`src/rtl/reorder_buffer.sv`:
```
// Circular reorder buffer: allocates ROB tags at dispatch, collects CDB results,
// serves operand lookups, retires in order and squashes on a mispredicted retire.
module reorder_buffer #(
  parameter int ROB_ADDR_WIDTH = 4
) (
  input  logic                      clock,
  input  logic                      reset,
  input  logic                      disp_valid,
  output logic                      disp_ready,
  input  logic                      disp_has_dest,
  input  logic [4:0]                disp_dest_reg,
  input  logic [31:0]               disp_pc,
  output logic [ROB_ADDR_WIDTH-1:0] disp_rob_tag,
  input  logic                      wb_valid,
  input  logic [ROB_ADDR_WIDTH-1:0] wb_rob_tag,
  input  logic [31:0]               wb_value,
  input  logic                      wb_mispredict,
  input  logic [31:0]               wb_target,
  input  logic [ROB_ADDR_WIDTH-1:0] lookup1_tag,
  input  logic [ROB_ADDR_WIDTH-1:0] lookup2_tag,
  output logic                      lookup1_ready,
  output logic                      lookup2_ready,
  output logic [31:0]               lookup1_value,
  output logic [31:0]               lookup2_value,
  output logic                      commit_valid,
  output logic [4:0]                commit_dest_reg,
  output logic [31:0]               commit_value,
  output logic [ROB_ADDR_WIDTH-1:0] commit_rob_tag,
  output logic                      retire_valid,
  output logic [31:0]               retire_pc,
  output logic                      flush,
  output logic [31:0]               redirect_pc,
  output logic                      rob_empty,
  output logic [ROB_ADDR_WIDTH:0]   rob_count
);

  localparam int AW    = ROB_ADDR_WIDTH;
  localparam int DEPTH = 2 ** AW;
  localparam logic [AW:0]   FULL_CNT = (AW + 1)'(DEPTH);
  localparam logic [AW-1:0] PTR_ONE  = AW'(1);

  logic [DEPTH-1:0] valid_q, valid_d;
  logic [DEPTH-1:0] done_q, done_d;
  logic [DEPTH-1:0] has_dest_q, has_dest_d;
  logic [DEPTH-1:0] mispred_q, mispred_d;
  logic [4:0]       dest_q   [DEPTH];
  logic [4:0]       dest_d   [DEPTH];
  logic [31:0]      value_q  [DEPTH];
  logic [31:0]      value_d  [DEPTH];
  logic [31:0]      pc_q     [DEPTH];
  logic [31:0]      pc_d     [DEPTH];
  logic [31:0]      target_q [DEPTH];
  logic [31:0]      target_d [DEPTH];

  logic [AW-1:0] head_q, head_d;
  logic [AW-1:0] tail_q, tail_d;
  logic [AW:0]   count_q, count_d;
  logic          flush_q, flush_d;
  logic [31:0]   redirect_q, redirect_d;

  logic alloc;
  logic retire;
  logic wb_accept;

  // Dispatch handshake: an entry is allocated exactly in a cycle where
  // disp_valid && disp_ready; disp_ready never depends on disp_valid.
  assign disp_ready   = (count_q != FULL_CNT) && !flush_q;
  assign disp_rob_tag = tail_q;
  assign alloc        = disp_valid && disp_ready;
  assign wb_accept    = wb_valid && valid_q[wb_rob_tag] && !flush_q;
  assign retire       = valid_q[head_q] && done_q[head_q] && !flush_q;

  assign retire_valid    = retire;
  assign retire_pc       = pc_q[head_q];
  assign commit_valid    = retire && has_dest_q[head_q] && (dest_q[head_q] != 5'd0);
  assign commit_dest_reg = dest_q[head_q];
  assign commit_value    = value_q[head_q];
  assign commit_rob_tag  = head_q;

  assign flush       = flush_q;
  assign redirect_pc = redirect_q;
  assign rob_count   = count_q;
  assign rob_empty   = (count_q == '0);

  // Returns {ready, value}; a same-cycle CDB result wins over the stored value.
  function automatic logic [32:0] lookup(input logic [AW-1:0] tag);
    logic [32:0] res;
    res = '0;
    if (valid_q[tag]) begin
      if (wb_valid && (wb_rob_tag == tag)) res = {1'b1, wb_value};
      else if (done_q[tag])                res = {1'b1, value_q[tag]};
    end
    return res;
  endfunction

  assign {lookup1_ready, lookup1_value} = lookup(lookup1_tag);
  assign {lookup2_ready, lookup2_value} = lookup(lookup2_tag);

  always_comb begin
    valid_d    = valid_q;
    done_d     = done_q;
    has_dest_d = has_dest_q;
    mispred_d  = mispred_q;
    dest_d     = dest_q;
    value_d    = value_q;
    pc_d       = pc_q;
    target_d   = target_q;
    head_d     = head_q;
    tail_d     = tail_q;
    count_d    = count_q + {{AW{1'b0}}, alloc} - {{AW{1'b0}}, retire};
    flush_d    = 1'b0;
    redirect_d = redirect_q;

    if (wb_accept) begin
      done_d[wb_rob_tag]    = 1'b1;
      value_d[wb_rob_tag]   = wb_value;
      mispred_d[wb_rob_tag] = wb_mispredict;
      target_d[wb_rob_tag]  = wb_target;
    end

    if (alloc) begin
      valid_d[tail_q]    = 1'b1;
      done_d[tail_q]     = 1'b0;
      mispred_d[tail_q]  = 1'b0;
      has_dest_d[tail_q] = disp_has_dest;
      dest_d[tail_q]     = disp_dest_reg;
      pc_d[tail_q]       = disp_pc;
      tail_d             = tail_q + PTR_ONE;
    end

    if (retire) begin
      valid_d[head_q] = 1'b0;
      head_d          = head_q + PTR_ONE;
    end

    // Mispredicted head still commits above, then everything younger is
    // squashed, including a same-cycle (wrong-path) allocation.
    if (retire && mispred_q[head_q]) begin
      valid_d    = '0;
      done_d     = '0;
      head_d     = '0;
      tail_d     = '0;
      count_d    = '0;
      flush_d    = 1'b1;
      redirect_d = target_q[head_q];
    end
  end

  always_ff @(posedge clock or posedge reset) begin
    if (reset) begin
      valid_q    <= '0;
      done_q     <= '0;
      has_dest_q <= '0;
      mispred_q  <= '0;
      head_q     <= '0;
      tail_q     <= '0;
      count_q    <= '0;
      flush_q    <= 1'b0;
      redirect_q <= '0;
      for (int i = 0; i < DEPTH; i++) begin
        dest_q[i]   <= '0;
        value_q[i]  <= '0;
        pc_q[i]     <= '0;
        target_q[i] <= '0;
      end
    end else begin
      valid_q    <= valid_d;
      done_q     <= done_d;
      has_dest_q <= has_dest_d;
      mispred_q  <= mispred_d;
      head_q     <= head_d;
      tail_q     <= tail_d;
      count_q    <= count_d;
      flush_q    <= flush_d;
      redirect_q <= redirect_d;
      dest_q     <= dest_d;
      value_q    <= value_d;
      pc_q       <= pc_d;
      target_q   <= target_d;
    end
  end

endmodule

```
`config.mk`:
```
export PLATFORM = sky130hd
export DESIGN_NAME = reorder_buffer
export DESIGN_NICKNAME = d
export VERILOG_FILES = /design/src/rtl/reorder_buffer.sv
export SDC_FILE = /design/constraint.sdc
export NUM_CORES = 2
export LEC_CHECK = 0
export CAP_MARGIN = 15
export CORE_MARGIN = 10
export CORE_UTILIZATION = 49
export CTS_CLUSTER_SIZE = 16
export DETAILED_ROUTE_END_ITERATION = 10
export GPL_ROUTABILITY_DRIVEN = 0
export PLACE_DENSITY_LB_ADDON = 0.05
export SETUP_SLACK_MARGIN = 0.15
export SLEW_MARGIN = 15
export SYNTH_ARGS = -nofsm -noshare
export SYNTH_HDL_FRONTEND = slang
export SYNTH_SLANG_ARGS = --single-unit
```
`constraint.sdc`:
```
create_clock -name clock -period 56.6 [get_ports clock]
set_input_delay 5.66 -clock clock [delete_from_list [all_inputs] [get_ports clock]]
set_output_delay 5.66 -clock clock [all_outputs]
set_load 0.1 [all_outputs]
```
# Yosys cells after proc, flatten, opt, wreduce, memory -nomap -nowiden
# Cells that the tools add are included.
[op_classes]
addsub = 4
order_cmp = 15
eq_ne = 3
mux = 74
bitwise = 12
n_reduce_logical = 21
[op_table]
columns = ["cell", "n"]
rows = [
  ["512-bit bitwise mux", 3],
  ["32-bit binary-select mux with 4-bit select", 5],
  ["32-bit 2-to-1 mux", 12],
  ["32-bit demux with 4-bit select", 2],
  ["33-bit 2-to-1 mux", 6],
  ["16-bit 2-to-1 mux", 8],
  ["80-bit bitwise mux", 1],
  ["16-bit AND", 3],
  ["1-bit binary-select mux with 4-bit select", 9],
  ["16-bit bitwise mux", 2],
  ["16-bit NOT", 2],
  ["16-bit OR", 2],
  ["5-bit greater-or-equal comparator (second input constant)", 5],
  ["4-bit by 5-bit less-than comparator with 1-bit output (second input constant)", 5],
  ["4-bit NOT with 5-bit output", 5],
  ["5-bit binary-select mux with 4-bit select", 1],
  ["5-bit demux with 4-bit select", 1],
  ["5-bit 2-to-1 mux", 4],
  ["1-bit logical AND", 16],
  ["4-bit 2-to-1 mux", 4],
  ["1-bit 2-to-1 mux", 13],
  ["1-bit demux with 4-bit select", 3],
  ["4-bit by 1-bit greater-or-equal comparator with 1-bit output (second input constant)", 3],
  ["5-bit by 1-bit less-than comparator with 1-bit output (second input constant)", 2],
  ["9 further kinds", 12],
]
[totals]
regBits = 1726
input_bits = 119
elab_cells = 202

# Logic depth before layout (Yosys ltp)
[depth]
word_depth = 9
depth_mapped = 18

# Least setup slack after synthesis
# No wires, ideal clock.
[synth_path]
path_kind = "in2out"
start = "input port lookup1_tag[1]"
end = "output port lookup1_value[10]"
t_arrival_ns = 8.679
required_time_ns = 50.940
path_slack_ns = 42.261
stages = 7
n_path_buf = 4
cell_sequence = "buf_2 -> clkbuf_1 -> buf_1 -> mux2i_1 -> a211o_1 -> clkbuf_1 -> a21oi_1"
[synth_via]
elab_chain_len = 7
word_cells_on_any_way = 13
[synth_rtl]
columns = ["element", "line_no", "source"]
rows = [
  ["start: declaration", "19", "input logic [ROB_ADDR_WIDTH-1:0] lookup1_tag,"],
  ["4-bit NOT with 5-bit output (not written as such)", "91", "else if (done_q[tag]) res = {1'b1, value_q[tag]};"],
  ["32-bit binary-select mux with 4-bit select", "91", ""],
  ["32-bit 2-to-1 mux (not written as such) (2 in series)", "91", ""],
  ["33-bit 2-to-1 mux", "91", ""],
  ["33-bit 2-to-1 mux", "90", "if (wb_valid && (wb_rob_tag == tag)) res = {1'b1, wb_value};"],
  ["33-bit 2-to-1 mux (*)", "89", "if (valid_q[tag]) begin"],
  ["end: declaration", "23", "output logic [31:0] lookup1_value,"],
]
# Mark *: on every way between the ends. The rest lies on a longest branch, timed or not. The select of a mux whose other input is x is not followed.

# Final worst setup path
[layout_path]
start = "input port lookup1_tag[2]"
end = "output port lookup1_value[22]"
# Same word-level chain as after synthesis.

==> report_table.html <==
<table>
<tr><th>Metric</th><th>Value</th></tr>
<tr><th colspan="2">Power and ir drop</th></tr>
<tr><td>Peak supply drop</td><td>0.0757 mV</td></tr>
<tr><td>Pleak</td><td>42.4 nW</td></tr>
<tr><td>Pwr dens</td><td>59.0 mW/mm^2</td></tr>
<tr><th colspan="2">Clocking</th></tr>
<tr><td>Clock transition at path regs</td><td>0.06 ns</td></tr>
<tr><td>Total of cells resized after clock tree synthesis</td><td>0</td></tr>
<tr><td>CTS tree</td><td>done</td></tr>
<tr><td>Setup fix buffers added after clock tree synthesis</td><td>0</td></tr>
<tr><td>CTS HTree Levels</td><td>4</td></tr>
<tr><td>Clk Latency, worst-skew pair</td><td>0.81 ns</td></tr>
<tr><td>Clock root buffer</td><td>sky130_fd_sc_hd__clkbuf_16</td></tr>
<tr><td>Bufs on Longest Clock Path</td><td>3</td></tr>
<tr><td>Post-cts hold buffer count</td><td>0</td></tr>
<tr><td>Total clock sinks</td><td>1,726</td></tr>
<tr><td>Total clock buffers created by CTS</td><td>191</td></tr>
<tr><th colspan="2">Setup path</th></tr>
<tr><td>Max stage delay cell, worst path</td><td>sky130_fd_sc_hd__clkdlybuf4s50_1</td></tr>
<tr><td>Crit path arrival time</td><td>10.17 ns</td></tr>
<tr><td>Critical Path Fanout Max</td><td>41</td></tr>
<tr><td>Destination of the critical timing path</td><td>lookup1_value[22]</td></tr>
<tr><td>Cell count of the worst reg-to-reg path</td><td>17</td></tr>
<tr><td>Kind of capture point of the worst setup path</td><td>output pin</td></tr>
<tr><td>Capture point of the worst reg-to-reg path</td><td>rob_count[4]</td></tr>
<tr><td>Critical-path cell list</td><td>buf_4 -&gt; xor2_1 -&gt; nor3_1 -&gt; nand3_4 -&gt; a211o_2 -&gt; a21oi_1 -&gt; clkdlybuf4s50_1</td></tr>
<tr><td>Launch point of the worst path</td><td>lookup1_tag[2]</td></tr>
<tr><td>Reg-to-Reg Start</td><td>commit_rob_tag[0]</td></tr>
<tr><td>Nature of the critical path startpoint</td><td>primary input</td></tr>
<tr><td>Worst Path Required</td><td>50.94 ns</td></tr>
<tr><td>Type of the worst setup path</td><td>in2out</td></tr>
<tr><td>Flop2flop setup slack</td><td>50.75 ns</td></tr>
<tr><td>Delay of the slowest critical-path stage</td><td>1.17 ns</td></tr>
<tr><th colspan="2">Timing</th></tr>
<tr><td>Upper clock frequency limit</td><td>63.2 MHz</td></tr>
<tr><td>Final critical path time including I/O delays and setup</td><td>15.83 ns</td></tr>
<tr><td>Slew Limit Fails</td><td>0</td></tr>
<tr><td>Clock skew</td><td>0.0174 ns</td></tr>
<tr><td>RSZ-0062 raised after global routing</td><td>false</td></tr>
<tr><td>Worst-case headroom to the max-slew limit</td><td>0.191</td></tr>
<tr><td>Worst slew pin tran</td><td>1.21 ns</td></tr>
<tr><td>Post-route clock period utilization</td><td>0.280</td></tr>
<tr><td>Hold violation count in the final report</td><td>0</td></tr>
<tr><td>Final-layout setup total negative slack</td><td>0 ns</td></tr>
<tr><td>Hold slack final</td><td>0.495 ns</td></tr>
<tr><td>Count of final setup violators</td><td>0</td></tr>
<tr><th colspan="2">Final layout</th></tr>
<tr><td>Filler cells</td><td>14,100</td></tr>
<tr><td>Final nets</td><td>5,423</td></tr>
<tr><td>Final core utilization</td><td>0.556</td></tr>
<tr><td>Share of layout cells above drive strength 1</td><td>0.544</td></tr>
<tr><td>Layout overhead on the synthesized area</td><td>13.0%</td></tr>
<tr><td>Finished Layout Cells</td><td>7,794</td></tr>
<tr><th colspan="2">Yosys</th></tr>
<tr><td>Average cell area after synthesis</td><td>16.5 sq um</td></tr>
<tr><td>Post-Synthesis Cell Area</td><td>0.0866 sq mm</td></tr>
<tr><td>Total of flip-flops plus latches after synthesis</td><td>1,726</td></tr>
<tr><td>Number of different library cells in the post-synthesis netlist</td><td>52</td></tr>
<tr><td>Largest cells by area after synthesis</td><td>sky130_fd_sc_hd__dfrtp_1 50%, sky130_fd_sc_hd__mux4_2 22%, sky130_fd_sc_hd__mux2_2 22%</td></tr>
<tr><td>Most area-hungry cell type in the Yosys netlist</td><td>sky130_fd_sc_hd__dfrtp_1</td></tr>
<tr><td>Proportion of register bits with asynchronous set or reset after synthesis</td><td>1.00</td></tr>
<tr><td>Post-synth EDFFs</td><td>0</td></tr>
<tr><td>Most repeated cell in the gate-level netlist after synthesis</td><td>sky130_fd_sc_hd__dfrtp_1</td></tr>
<tr><td>Dominant synthesized flop cell</td><td>sky130_fd_sc_hd__dfrtp_1</td></tr>
<tr><td>Number of warnings reported in the yosys synthesis log</td><td>0</td></tr>
<tr><td>Number of standard cells after synthesis</td><td>5,246</td></tr>
<tr><td>Share of the synthesized area in the top cell type</td><td>0.499</td></tr>
<tr><td>Mapped Nets</td><td>5,380</td></tr>
<tr><td>Proportion of synthesized chip area in sequential cells</td><td>0.499</td></tr>
<tr><td>Commonest cells in the synthesized netlist</td><td>1,726 x sky130_fd_sc_hd__dfrtp_1, 1,663 x sky130_fd_sc_hd__mux2_2, 839 x sky130_fd_sc_hd__mux4_2</td></tr>
<tr><th colspan="2">Routing</th></tr>
<tr><td>Initial DRT Pass Iterations</td><td>5</td></tr>
<tr><td>Vias per cell</td><td>6.37</td></tr>
<tr><td>Number of vias after detailed routing</td><td>49,600</td></tr>
<tr><td>Routed WL per cell</td><td>31.2 microns</td></tr>
<tr><td>Number of violations reported at the end of detailed-routing iteration 0</td><td>3,580</td></tr>
<tr><td>DRC viols</td><td>0</td></tr>
<tr><td>Total Routed Length</td><td>243,000 microns</td></tr>
<tr><td>Remaining number of nets flagged by the antenna check after routing</td><td>0</td></tr>
<tr><th colspan="2">Die</th></tr>
<tr><td>I/O Pins</td><td>304</td></tr>
<tr><td>Die span in x</td><td>440 microns</td></tr>
<tr><td>Floorplan die height</td><td>440 microns</td></tr>
<tr><td>Die Footprint</td><td>0.194 sq mm</td></tr>
<tr><td>Std-Cell Core Area</td><td>0.176 sq mm</td></tr>
<tr><td>Number of placement rows</td><td>154</td></tr>
<tr><td>Starting density of the core</td><td>0.492</td></tr>
<tr><th colspan="2">Global routing</th></tr>
<tr><td>Met1 Use GR</td><td>0.338</td></tr>
<tr><td>GRT busiest layer</td><td>met2</td></tr>
<tr><td>Total global routing overflow</td><td>0</td></tr>
<tr><td>First-pass GRT wire length</td><td>364,000 microns</td></tr>
<tr><td>Pin count of the biggest net entering global routing</td><td>177</td></tr>
<tr><td>Met2 track demand over resource in global routing</td><td>0.418</td></tr>
<tr><td>Grt met3 use</td><td>0.0422</td></tr>
<tr><td>Vias in the first global route</td><td>53,100</td></tr>
<tr><td>Antenna violations before repair</td><td>34</td></tr>
<tr><td>All-Layer GR Usage</td><td>0.252</td></tr>
<tr><th colspan="2">Placed design</th></tr>
<tr><td>I/O Buffers</td><td>303</td></tr>
<tr><td>Post-Place Cells</td><td>7,436</td></tr>
<tr><td>Detailed placer's ending HPWL</td><td>134,000 microns</td></tr>
<tr><th colspan="2">Min path</th></tr>
<tr><td>Min-delay worst type</td><td>reg2reg</td></tr>
<tr><th colspan="2">Outcome</th></tr>
<tr><td>Result of the run</td><td>finished clean</td></tr>
<tr><th colspan="2">Run</th></tr>
<tr><td># Max-Cap Violations</td><td>0</td></tr>
</table>
worst min-delay path by stage:
stage	startpoint	endpoint	slack (ns)	depth (start not counted)
floorplan	target_q[266]	target_q[266]	0.46	1
global placement	target_q[266]	target_q[266]	0.47	1
detailed placement	target_q[274]	target_q[274]	0.48	1
CTS	target_q[274]	target_q[274]	0.49	1
global route	target_q[193]	target_q[193]	0.51	1
finish	target_q[274]	target_q[274]	0.50	1
worst max-delay path: cells and delay by family:
family	cells	cell delay, ns
buf+inv	2	1.90
simple gates	2	1.15
compound gates	2	1.24
xor+xnor	1	0.14
where the power goes:
part | internal, mW | total (mW) | switching [mW]
registers | 1.75 | 2.09 | 0.340
clock network | 0.751 | 1.26 | 0.512
logic | 1.18 | 2.41 | 1.24
layout make-up:
type	count	area (sq um)	share of cell area
diodes	13	32.5	0.000333
multi-input cells	2951	41300	0.422
flip-flops and latches	1726	43200	0.442
clock inverters	57	592	0.00605
well taps	2340	2930	0.0299
inverters	22	100	0.00102
clock buffers	288	5780	0.0591
repair buffers	397	3860	0.0395
layout by cell type, fill, tap and decap left out, drive strengths merged, types with 26 or more instances in the layout:
cell type      Yosys  routed
mux4             853     853
mux2            1669    1669
dfrtp           1726    1726
clkinv             0      40
clkbuf           242     288
nor2              39      39
nand2             41      41
a21oi             98      98
nand3             26      26
clkdlybuf4s50      0     289
inv               22      26
buf              305     108
mux2i             86      86
sequential cells by signal (all words and copies together), names as in the netlist:
name            count
flush               1
has_dest_q         16
disp_rob_tag        4
redirect_pc        32
target_q          512
rob_count           5
dest_q             80
valid_q            16
mispred_q          16
done_q             16
commit_rob_tag      4
pc_q              512
value_q           512
through the flow:
| stage | instance area [sq um] | setup slack [ns] | total power [mW] |
|---|---|---|---|
| after detailed placement | 91400 | 40.79 | 4.54 |
| after global routing | 97800 | 40.60 | 6.05 |
| after global placement | 91400 | 40.83 | 4.50 |
| after CTS | 97700 | 40.77 | 5.82 |
| final | 97800 | 40.77 | 5.77 |
| after floorplan | 86600 | 2.22 | 3.94 |
cells by family (layout without fill, tap and decap cells):
logic type               count (synthesis)  count (layout)  synth area share
XOR/XNOR                                14              14           0.00142
flip-flops                            1726            1726             0.499
multiplexers                          2608            2608             0.450
buffers and inverters                  569             764            0.0281
AO/OA/AOI/OAI                          156             156            0.0109
adder cells (fa/ha/maj)                 15              15           0.00226
AND/OR/NAND/NOR                        158             158           0.00859
other                                    0              13                 0
metal layers:
metal | part of all wire | wire length, microns | up-vias
li1 | - | - | 20400
met1 | 0.42 | 102000 | 27500
met2 | 0.50 | 121000 | 1213
met3 | 0.047 | 11500 | 419
met4 | 0.033 | 8010 | 20
met5 | 0.00054 | 132 | -
(Power assumes the default switching activity.)
